`config.mk`:
```
export PLATFORM = sky130hd
export DESIGN_NAME = clk_div_multi
export DESIGN_NICKNAME = d
export VERILOG_FILES = /design/src/rtl/clk_div_pkg.sv /design/src/rtl/clk_div_chan.sv /design/src/rtl/clk_div_multi.sv
export SDC_FILE = /design/constraint.sdc
export NUM_CORES = 1
export LEC_CHECK = 0
export BUFFER_PORTS_ARGS = -buffer_cell sky130_fd_sc_hd__buf_4
export CAP_MARGIN = 20
export CORE_ASPECT_RATIO = 1.4
export CORE_MARGIN = 1
export CORE_UTILIZATION = 28
export CTS_CLUSTER_DIAMETER = 50
export CTS_CLUSTER_SIZE = 24
export DETAILED_ROUTE_END_ITERATION = 12
export SYNTH_ARGS = -nofsm -noshare
export SYNTH_HDL_FRONTEND = slang
export SYNTH_HIERARCHICAL = 1
export SYNTH_SLANG_ARGS = --single-unit
```
`constraint.sdc`:
```
create_clock -name clk_in -period 2.26 [get_ports clk_in]
set_clock_uncertainty 0.15 [all_clocks]
set_input_delay 0.226 -clock clk_in [delete_from_list [all_inputs] [get_ports clk_in]]
set_output_delay 0.226 -clock clk_in [all_outputs]
set_load 0.02 [all_outputs]
```
`src/rtl/clk_div_pkg.sv`:
```
// Shared constants and helpers for the multi-channel clock divider.
// Half-period values H give H+1 input cycles per output half-period.
package clk_div_pkg;

  localparam int CNT_W_DEF   = 27;
  localparam int DEF_DIV_DEF = 25000000;

  // Half-period values for a 50 MHz board clock.
  localparam int HP_1HZ  = 24999999;
  localparam int HP_4HZ  = 6249999;
  localparam int HP_8HZ  = 3124999;
  localparam int HP_16HZ = 1562499;

  function automatic int ch_width(input int n);
    return (n > 1) ? $clog2(n) : 1;
  endfunction

endpackage

```
`src/rtl/clk_div_chan.sv`:
```
// One divider channel: half-period counter, active and staged divisor,
// square-wave output and a rising-edge tick strobe.
module clk_div_chan
  import clk_div_pkg::*;
#(
  parameter int CNT_W   = CNT_W_DEF,
  parameter int DEF_DIV = DEF_DIV_DEF
) (
  input  logic             clk_in,
  input  logic             rst,
  input  logic             en,
  input  logic             wr,
  input  logic [CNT_W-1:0] wr_div,
  output logic             clk_out,
  output logic             tick,
  output logic             pending
);

  localparam logic [CNT_W-1:0] RST_HP = CNT_W'(DEF_DIV);

  logic [CNT_W-1:0] cnt;
  logic [CNT_W-1:0] hp;
  logic [CNT_W-1:0] nxt;
  logic             at_bound;

  assign at_bound = (cnt == hp);

  always_ff @(posedge clk_in) begin
    if (rst) begin
      cnt     <= '0;
      hp      <= RST_HP;
      nxt     <= RST_HP;
      pending <= 1'b0;
      clk_out <= 1'b0;
      tick    <= 1'b0;
    end else begin
      tick <= 1'b0;
      if (!en) begin
        cnt     <= '0;
        clk_out <= 1'b0;
      end else if (at_bound) begin
        cnt     <= '0;
        clk_out <= ~clk_out;
        tick    <= ~clk_out;
      end else begin
        cnt <= cnt + 1'b1;
      end

      // Staged divisor only lands where no half-period is in progress.
      if (pending && (!en || at_bound)) begin
        hp      <= nxt;
        pending <= 1'b0;
      end

      // wr is only issued while pending is low, so it never races the swap.
      if (wr) begin
        nxt     <= wr_div;
        pending <= 1'b1;
      end
    end
  end

  a_cnt_bounded : assert property (@(posedge clk_in) disable iff (rst) cnt <= hp);
  a_wr_not_pend : assert property (@(posedge clk_in) disable iff (rst) wr |-> !pending);
  a_tick_high   : assert property (@(posedge clk_in) disable iff (rst) tick |-> clk_out);

endmodule

```
`src/rtl/clk_div_multi.sv`:
```
// Multi-channel programmable clock divider: NCH independent channels
// sharing one divisor-load port.
module clk_div_multi
  import clk_div_pkg::*;
#(
  parameter int  NCH     = 4,
  parameter int  CNT_W   = CNT_W_DEF,
  parameter int  DEF_DIV = DEF_DIV_DEF,
  localparam int CH_W    = ch_width(NCH)
) (
  input  logic             clk_in,
  input  logic             rst,
  input  logic [NCH-1:0]   en,
  input  logic             ld_valid,
  input  logic [CH_W-1:0]  ld_ch,
  input  logic [CNT_W-1:0] ld_div,
  output logic             ld_ready,
  output logic [NCH-1:0]   clk_out,
  output logic [NCH-1:0]   tick,
  output logic [NCH-1:0]   pending
);

  logic [NCH-1:0] wr;

  // Load handshake: a transfer happens on a clock edge where ld_valid and
  // ld_ready are both high; ld_ready never depends on ld_valid, and the
  // requester keeps ld_valid, ld_ch and ld_div stable until the transfer.
  always_comb begin
    ld_ready = 1'b0;
    wr       = '0;
    for (int i = 0; i < NCH; i++) begin
      if (ld_ch == CH_W'(i)) begin
        ld_ready = !pending[i];
        wr[i]    = ld_valid && !pending[i];
      end
    end
  end

  for (genvar g = 0; g < NCH; g++) begin : g_chan
    clk_div_chan #(
      .CNT_W   (CNT_W),
      .DEF_DIV (DEF_DIV)
    ) u_chan (
      .clk_in  (clk_in),
      .rst     (rst),
      .en      (en[g]),
      .wr      (wr[g]),
      .wr_div  (ld_div),
      .clk_out (clk_out[g]),
      .tick    (tick[g]),
      .pending (pending[g])
    );
  end

endmodule
```
==> results_dict.tcl, run 1 <==
set metrics [dict create \
    status "finished clean" \
    yosysSeqAreaShare_pct 44.77 \
    syn_inst 1551 \
    diodes 0 \
    setup_violations 0 \
    synthTopCellsByArea "dfxtp_1, mux2i_1, xor2_1, nor2_1, nand2b_1" \
    crit_arrival_ns 2.48 \
    drt_iter0_markers 500 \
    reg2reg_depth 6 \
    use_met3_pct 1.317 \
    syn_area_per_cell_sq_um 9.688 \
    hpwl_um 24880 \
    power.leakage_nw 5.986 \
    peakVddDrop_mv 0.4689 \
    ys_types 37 \
    grt_usage_pct 12.80 \
    syn_area_sq_mm 0.01503 \
    min_to "g_chan[0].u_chan/pending$_SDFFE_PP0P_" \
    cts-htree-levels 1 \
    firstDrtPassIters 4 \
    final_cells 2346 \
    powerDensity_mw_per_mm2 640.2 \
    hold_path.class "primary input to flop" \
    met2_usage_pct 23.74 \
    die_y_um 276.1 \
    clockBufferDepth 3 \
    yosys.area.top_type_share_pct 44.77 \
    dp_slack_ns 0.03902 \
    cts_tree "built" \
    dieArea_sq_mm 0.05461 \
    die_w_um 197.8 \
    worst_pin_slew_ns 0.4902 \
    grt_start_max_net_pins 108 \
    p_sw_w 0.002723 \
    max_freq_ghz 0.4626 \
    yosysTopAreaCell "dfxtp_1" \
    wl_per_cell_um 14.87 \
    ctsRootBufferMaster "clkbuf_16" \
    cp_max_fo 27 \
    rows 100 \
    cp-start-kind "flop" \
    drive_gt1_share_pct 11.27 \
    cts.clk_slew.worst_paths_ns 0.09 \
    drc_errors 0 \
    hold_depth 5 \
    pwr-share-seq_pct 54.5 \
    layout_min_cycle_time_ns 2.162 \
    fin_nets 1657 \
    slew_headroom_pct 67.20 \
    routed_wirelength_um 34890 \
    synthToLayoutAreaGrowth_pct 15.81 \
    antenna_found_initial 0 \
    fin_crit_sh_pct 95.66 \
    crit_type "flop to flop" \
    overflow 0 \
    syn_nets 1591 \
    num-fill-cells 5459 \
    rsz0062_at_grt "false" \
    tns_ns 0 \
    worstHoldStart "ld_ch[1]" \
    hold_ws_ns 0.08779 \
    yosys_warnings 6 \
    maxCapViolCount 0 \
    p_int_w 0.008418 \
    endpoint_kind "flop" \
    postRouteAntennaNets 0 \
    drv_slew 0 \
    switching_share_pct 24.44 \
    final_cell_mix "dfxtp_1, nor2_1, xor2_1" \
    grt_pass1_wl_um 55680 \
    coreArea_sq_mm 0.05305 \
    num_vias 10376 \
    initial_core_util_pct 28.32 \
    layout_commonest_cell "dfxtp_1" \
    gp_congestion 0.7997 \
    port_buffers 48 \
    grt_pass1_vias 10226 \
    comb_power_share_pct 6.2 \
    clkLatencyLatePin_ns 0.56 \
    grt_busiest_layer "met2" \
    viasPerCell 4.423 \
    grtUsageMet1_pct 14.82 \
    synth-seq-cells 336 \
    fin_util_pct 32.80 \
    ff2ff_setup_slack_ns 0.1 \
    p_clk_share_pct 39.2 \
    cts_buffers 22 \
    timing.final.hold_violations 0 \
    required_ns 2.58 \
    dpl.cell_count 2271 \
    fin_ws_ns 0.09816 \
    io_pins 49 \
    crit-reg2reg-launch "g_chan[1].u_chan/cnt[10]$_SDFF_PP0_" \
    clock-sinks 336 \
    timing.rr.end "g_chan[1].u_chan/hp[4]$_SDFFE_PP0P_" \
]
-- cell families after synthesis --
kind of cell / after synthesis / synth area share (%)
compound gates: 68 / 4.064
fa+ha+maj: 4 / 0.3331
mux: 169 / 11.34
simple gates: 661 / 22.95
flops: 336 / 44.77
xor+xnor: 208 / 12.32
buf+inv: 105 / 4.222
-- cell type report --
type                            count  area, sq um  share of cell area [%]
Clock buffer                       24        578.1                   3.322
Clock inverter                     15        191.4                   1.100
Inverter                           21        78.83                  0.4530
Multi-Input combinational cell   1110         7739                   44.47
Sequential cell                   336         6726                   38.65
Tap cell                          714        893.4                   5.134
Timing Repair Buffer              126         1195                   6.867
-- per-layer routing --
metal / share of wire, % / vias up
met2: 52 / 125
met3: 2.6 / 43
met4: 3.4 / 0
met5: 0 / -
met1: 42 / 4915
li1: - / 5293
-- synthesized netlist by cell type, drive strengths merged --
cell type / n
dfxtp: 336
nor2: 288
xor2: 176
mux2i: 168
nand2b: 124
nand3: 68
a211o: 48
nor2b: 48
clkbuf: 44
buf: 40
nor4: 36
nand4: 32
xnor2: 32
nand2: 25
inv: 21
nor3: 13
and3: 8
and4: 8
o22ai: 8
a21oi: 4
ha: 4
o21ai: 4
o21bai: 4
or2: 4
or3: 4
mux4: 1
nor3b: 1
nor4b: 1
nor4bb: 1
-- critical path, stage by stage (launching register included) --
cell and delay (ns):
dfxtp_1 0.48, xor2_1 0.12, nor4_2 0.38, nand4_2 0.28, o22ai_4 0.22, buf_12 0.25, mux2i_1 0.22
-- worst max path at each step --
stage / start / to / slack [ns] / cells past startpoint
after floorplan: g_chan[0].u_chan/pending$_SDFFE_PP0P_ / g_chan[0].u_chan/nxt[10]$_SDFFE_PP0P_ / 0.32 / 5
after global placement: g_chan[1].u_chan/cnt[16]$_SDFF_PP0_ / g_chan[1].u_chan/cnt[21]$_SDFF_PP0_ / 0.09 / 6
after detailed placement: g_chan[1].u_chan/cnt[10]$_SDFF_PP0_ / g_chan[1].u_chan/hp[4]$_SDFFE_PP0P_ / 0.04 / 6
after CTS: g_chan[1].u_chan/cnt[16]$_SDFF_PP0_ / g_chan[1].u_chan/cnt[21]$_SDFF_PP0_ / 0.03 / 6
after global routing: g_chan[1].u_chan/cnt[10]$_SDFF_PP0_ / g_chan[1].u_chan/hp[5]$_SDFFE_PP0P_ / 0.001 / 6
final: g_chan[1].u_chan/cnt[10]$_SDFF_PP0_ / g_chan[1].u_chan/hp[4]$_SDFFE_PP0P_ / 0.1 / 6
-- per-stage QoR --
step / total power (W) / instance area [sq um]
floorplan: 0.006615 / 15030
global placement: 0.006855 / 16270
detailed placement: 0.006867 / 16270
CTS: 0.01132 / 17360
global route: 0.01159 / 17400
finish: 0.01114 / 17400
-- timing repair --
item	in CTS	in global routing
gates resized for setup	0	2
hold buffers	32	0
setup buffers	0	4
setup endpoints to repair	0	65
endpoints found under the hold margin	116	0
-- power by group through the flow --
stage          Clock (W)  Combinational [W]  Sequential, W
2_1_floorplan          0           0.000419        0.00620
3_3_place_gp           0           0.000643        0.00621
3_5_place_dp           0           0.000654        0.00621
4_1_cts          0.00454           0.000703        0.00608
5_1_grt          0.00475           0.000752        0.00609
6_report         0.00437           0.000694        0.00607
-- flip-flops by register name, summed over array words and instances, names as in the netlist --
register               cells
g_chan.u_chan/tick         4
g_chan.u_chan/pending      4
g_chan.u_chan/clk_out      4
g_chan.u_chan/nxt        108
g_chan.u_chan/hp         108
g_chan.u_chan/cnt        108
(Power assumes the default switching activity.)
==> inputs of run 2 (changes only) <==
--- a/config.mk
+++ b/config.mk
@@ -13,6 +13,7 @@
 export CTS_CLUSTER_DIAMETER = 50
 export CTS_CLUSTER_SIZE = 24
 export DETAILED_ROUTE_END_ITERATION = 12
+export RECOVER_POWER = 100
 export SYNTH_ARGS = -nofsm -noshare
 export SYNTH_HDL_FRONTEND = slang
 export SYNTH_HIERARCHICAL = 1
==> results_dict.tcl, run 2 (synthesis results as in run 1) <==
set metrics [dict create \
    fin_ws_ns 0.08701 \
    port_buffers 48 \
    layout_commonest_cell "dfxtp_1" \
    reg_top3 "g_chan.u_chan/cnt: 108 flops, g_chan.u_chan/hp: 108 flops, g_chan.u_chan/nxt: 108 flops" \
    drc_errors 0 \
    grt_pass1_vias 10226 \
    crit_type "flop to flop" \
    coreArea_sq_mm 0.05305 \
    wl_per_cell_um 14.86 \
    num-fill-cells 5488 \
    initial_core_util_pct 28.32 \
    layout_min_cycle_time_ns 2.173 \
    slew_headroom_pct 33.78 \
    endpoint_kind "flop" \
    crit_buf_inv 1 \
    gp_congestion 0.7997 \
    dieArea_sq_mm 0.05461 \
    crit_family "simple AND/OR/NAND/NOR gates" \
    timing.final.hold_violations 0 \
    hold_path.class "flop to flop" \
    grt_usage_pct 12.80 \
    firstDrtPassIters 4 \
    max_freq_ghz 0.4602 \
    peakVddDrop_mv 0.4708 \
    rows 100 \
    cts_tree "built" \
    cts_buffers 22 \
    cts.clk_slew.worst_paths_ns 0.10 \
    hpwl_um 24880 \
    drive_gt1_share_pct 10.11 \
    setup_violations 0 \
    routed_wirelength_um 34870 \
    num_vias 10330 \
    crit_arrival_ns 2.49 \
    power.leakage_nw 5.901 \
    antenna_found_initial 0 \
    diodes 0 \
    cpPeakStageDelay_ns 0.46 \
    fin_nets 1657 \
    worstPathCellList "xor2_1, nor4_2, nand4_2, o22ai_4, buf_12, mux2i_1" \
    postLayoutCellArea_sq_mm 0.01722 \
    overflow 0 \
    maxCapViolCount 0 \
    clock-sinks 336 \
    ctsRootBufferMaster "clkbuf_16" \
    synthToLayoutAreaGrowth_pct 14.62 \
    clockBufferDepth 3 \
    clkLatencyLatePin_ns 0.56 \
    status "finished clean" \
    viasPerCell 4.403 \
    rsz0062_at_grt "false" \
    cts-htree-levels 1 \
    required_ns 2.58 \
    drt_iter0_markers 510 \
    die_w_um 197.8 \
    drv_slew 0 \
    die_y_um 276.1 \
    multi_input_area_sq_mm 0.007694 \
    placed_cell_area_sq_mm 0.01627 \
    powerDensity_mw_per_mm2 645.8 \
    cp-start-kind "flop" \
    io_pins 49 \
    worst_pin_slew_ns 0.9932 \
    grt_start_max_net_pins 108 \
    final_cell_mix "dfxtp_1, nor2_1, xor2_1" \
    fin_crit_sh_pct 96.15 \
    dp_slack_ns 0.03902 \
    worst_path_max_delay_cell "dfxtp_1" \
    grt_pass1_wl_um 55680 \
    cp_max_fo 27 \
    regArea_sq_mm 0.006726 \
    postRouteAntennaNets 0 \
    tns_ns 0 \
]
==> run 2: cell count changes in the layout (fill, tap and decap cells not counted), moves of 3 or more <==
cell and delta:
clkbuf_4 +3, buf_4 -20, buf_12 -5, clkbuf_1 +13, clkbuf_2 +7
==> run 2: power breakdown <==
part           internal, W  switching, W  total (W)  leakage, nW
clock              0.00209       0.00228    0.00437        0.373
combinational     0.000302      0.000375   0.000676         2.81
sequential         0.00601     0.0000605    0.00607         2.72
total              0.00840       0.00272     0.0111         5.90
==> run 2: stage by stage <==
step / instances / utilization [%] / hold slack [ns] / total power (W)
2_1_floorplan: 1551 / - / 0.1984 / 0.006615
3_3_place_gp: 2271 / 30.67 / 0.3107 / 0.006855
3_5_place_dp: 2271 / 30.67 / 0.3128 / 0.006867
4_1_cts: 2342 / 32.72 / 0.06660 / 0.01132
5_1_grt: 2346 / 32.46 / 0.3475 / 0.01157
6_report: 2346 / 32.46 / 0.3210 / 0.01112
==> run 2: worst register-to-register path: stages (launching register included) <==
cell and delay [ns]:
dfxtp_1 0.46, xor2_1 0.12, nor4_2 0.39, nand4_2 0.28, o22ai_4 0.21, buf_12 0.26
mux2i_1 0.23
==> run 2: metal layers <==
layer / part of all wire (%) / global-route usage, % / up-vias
met2: 52 / 23.74 / 101
li1: - / - / 5298
met5: 0 / 0 / -
met1: 42 / 14.82 / 4890
met3: 2.5 / 1.317 / 41
met4: 3.4 / 4.989 / 0
==> run 2: worst paths after layout <==
| path | endpoint | slack (ns) | start | cells past startpoint |
|---|---|---|---|---|
| setup reg to reg | g_chan[1].u_chan/hp[4]$_SDFFE_PP0P_ | 0.09 | g_chan[1].u_chan/cnt[10]$_SDFF_PP0_ | 6 |
| hold / removal | g_chan[0].u_chan/hp[4]$_SDFFE_PP0P_ | 0.32 | g_chan[0].u_chan/nxt[4]$_SDFFE_PP0P_ | 2 |
| hold reg to reg | g_chan[0].u_chan/hp[4]$_SDFFE_PP0P_ | 0.32 | g_chan[0].u_chan/nxt[4]$_SDFFE_PP0P_ | 2 |
| setup / recovery | g_chan[1].u_chan/hp[4]$_SDFFE_PP0P_ | 0.09 | g_chan[1].u_chan/cnt[10]$_SDFF_PP0_ | 6 |
==> run 2: layout make-up <==
type                    instances  area share [%]
well taps                     714           5.187
clock buffers                  24           3.356
clock inverters                15           1.112
inverters                      21          0.4577
multi-input cells            1110           44.67
repair buffers                126           6.161
flip-flops and latches        336           39.06
==> run 2: what timing repair did <==
item | in CTS | in global routing
hold buffers | 32 | 0
endpoints found under the hold margin | 116 | 0
gates resized for setup | 0 | 2
setup buffers | 0 | 4
setup endpoints to repair | 0 | 65
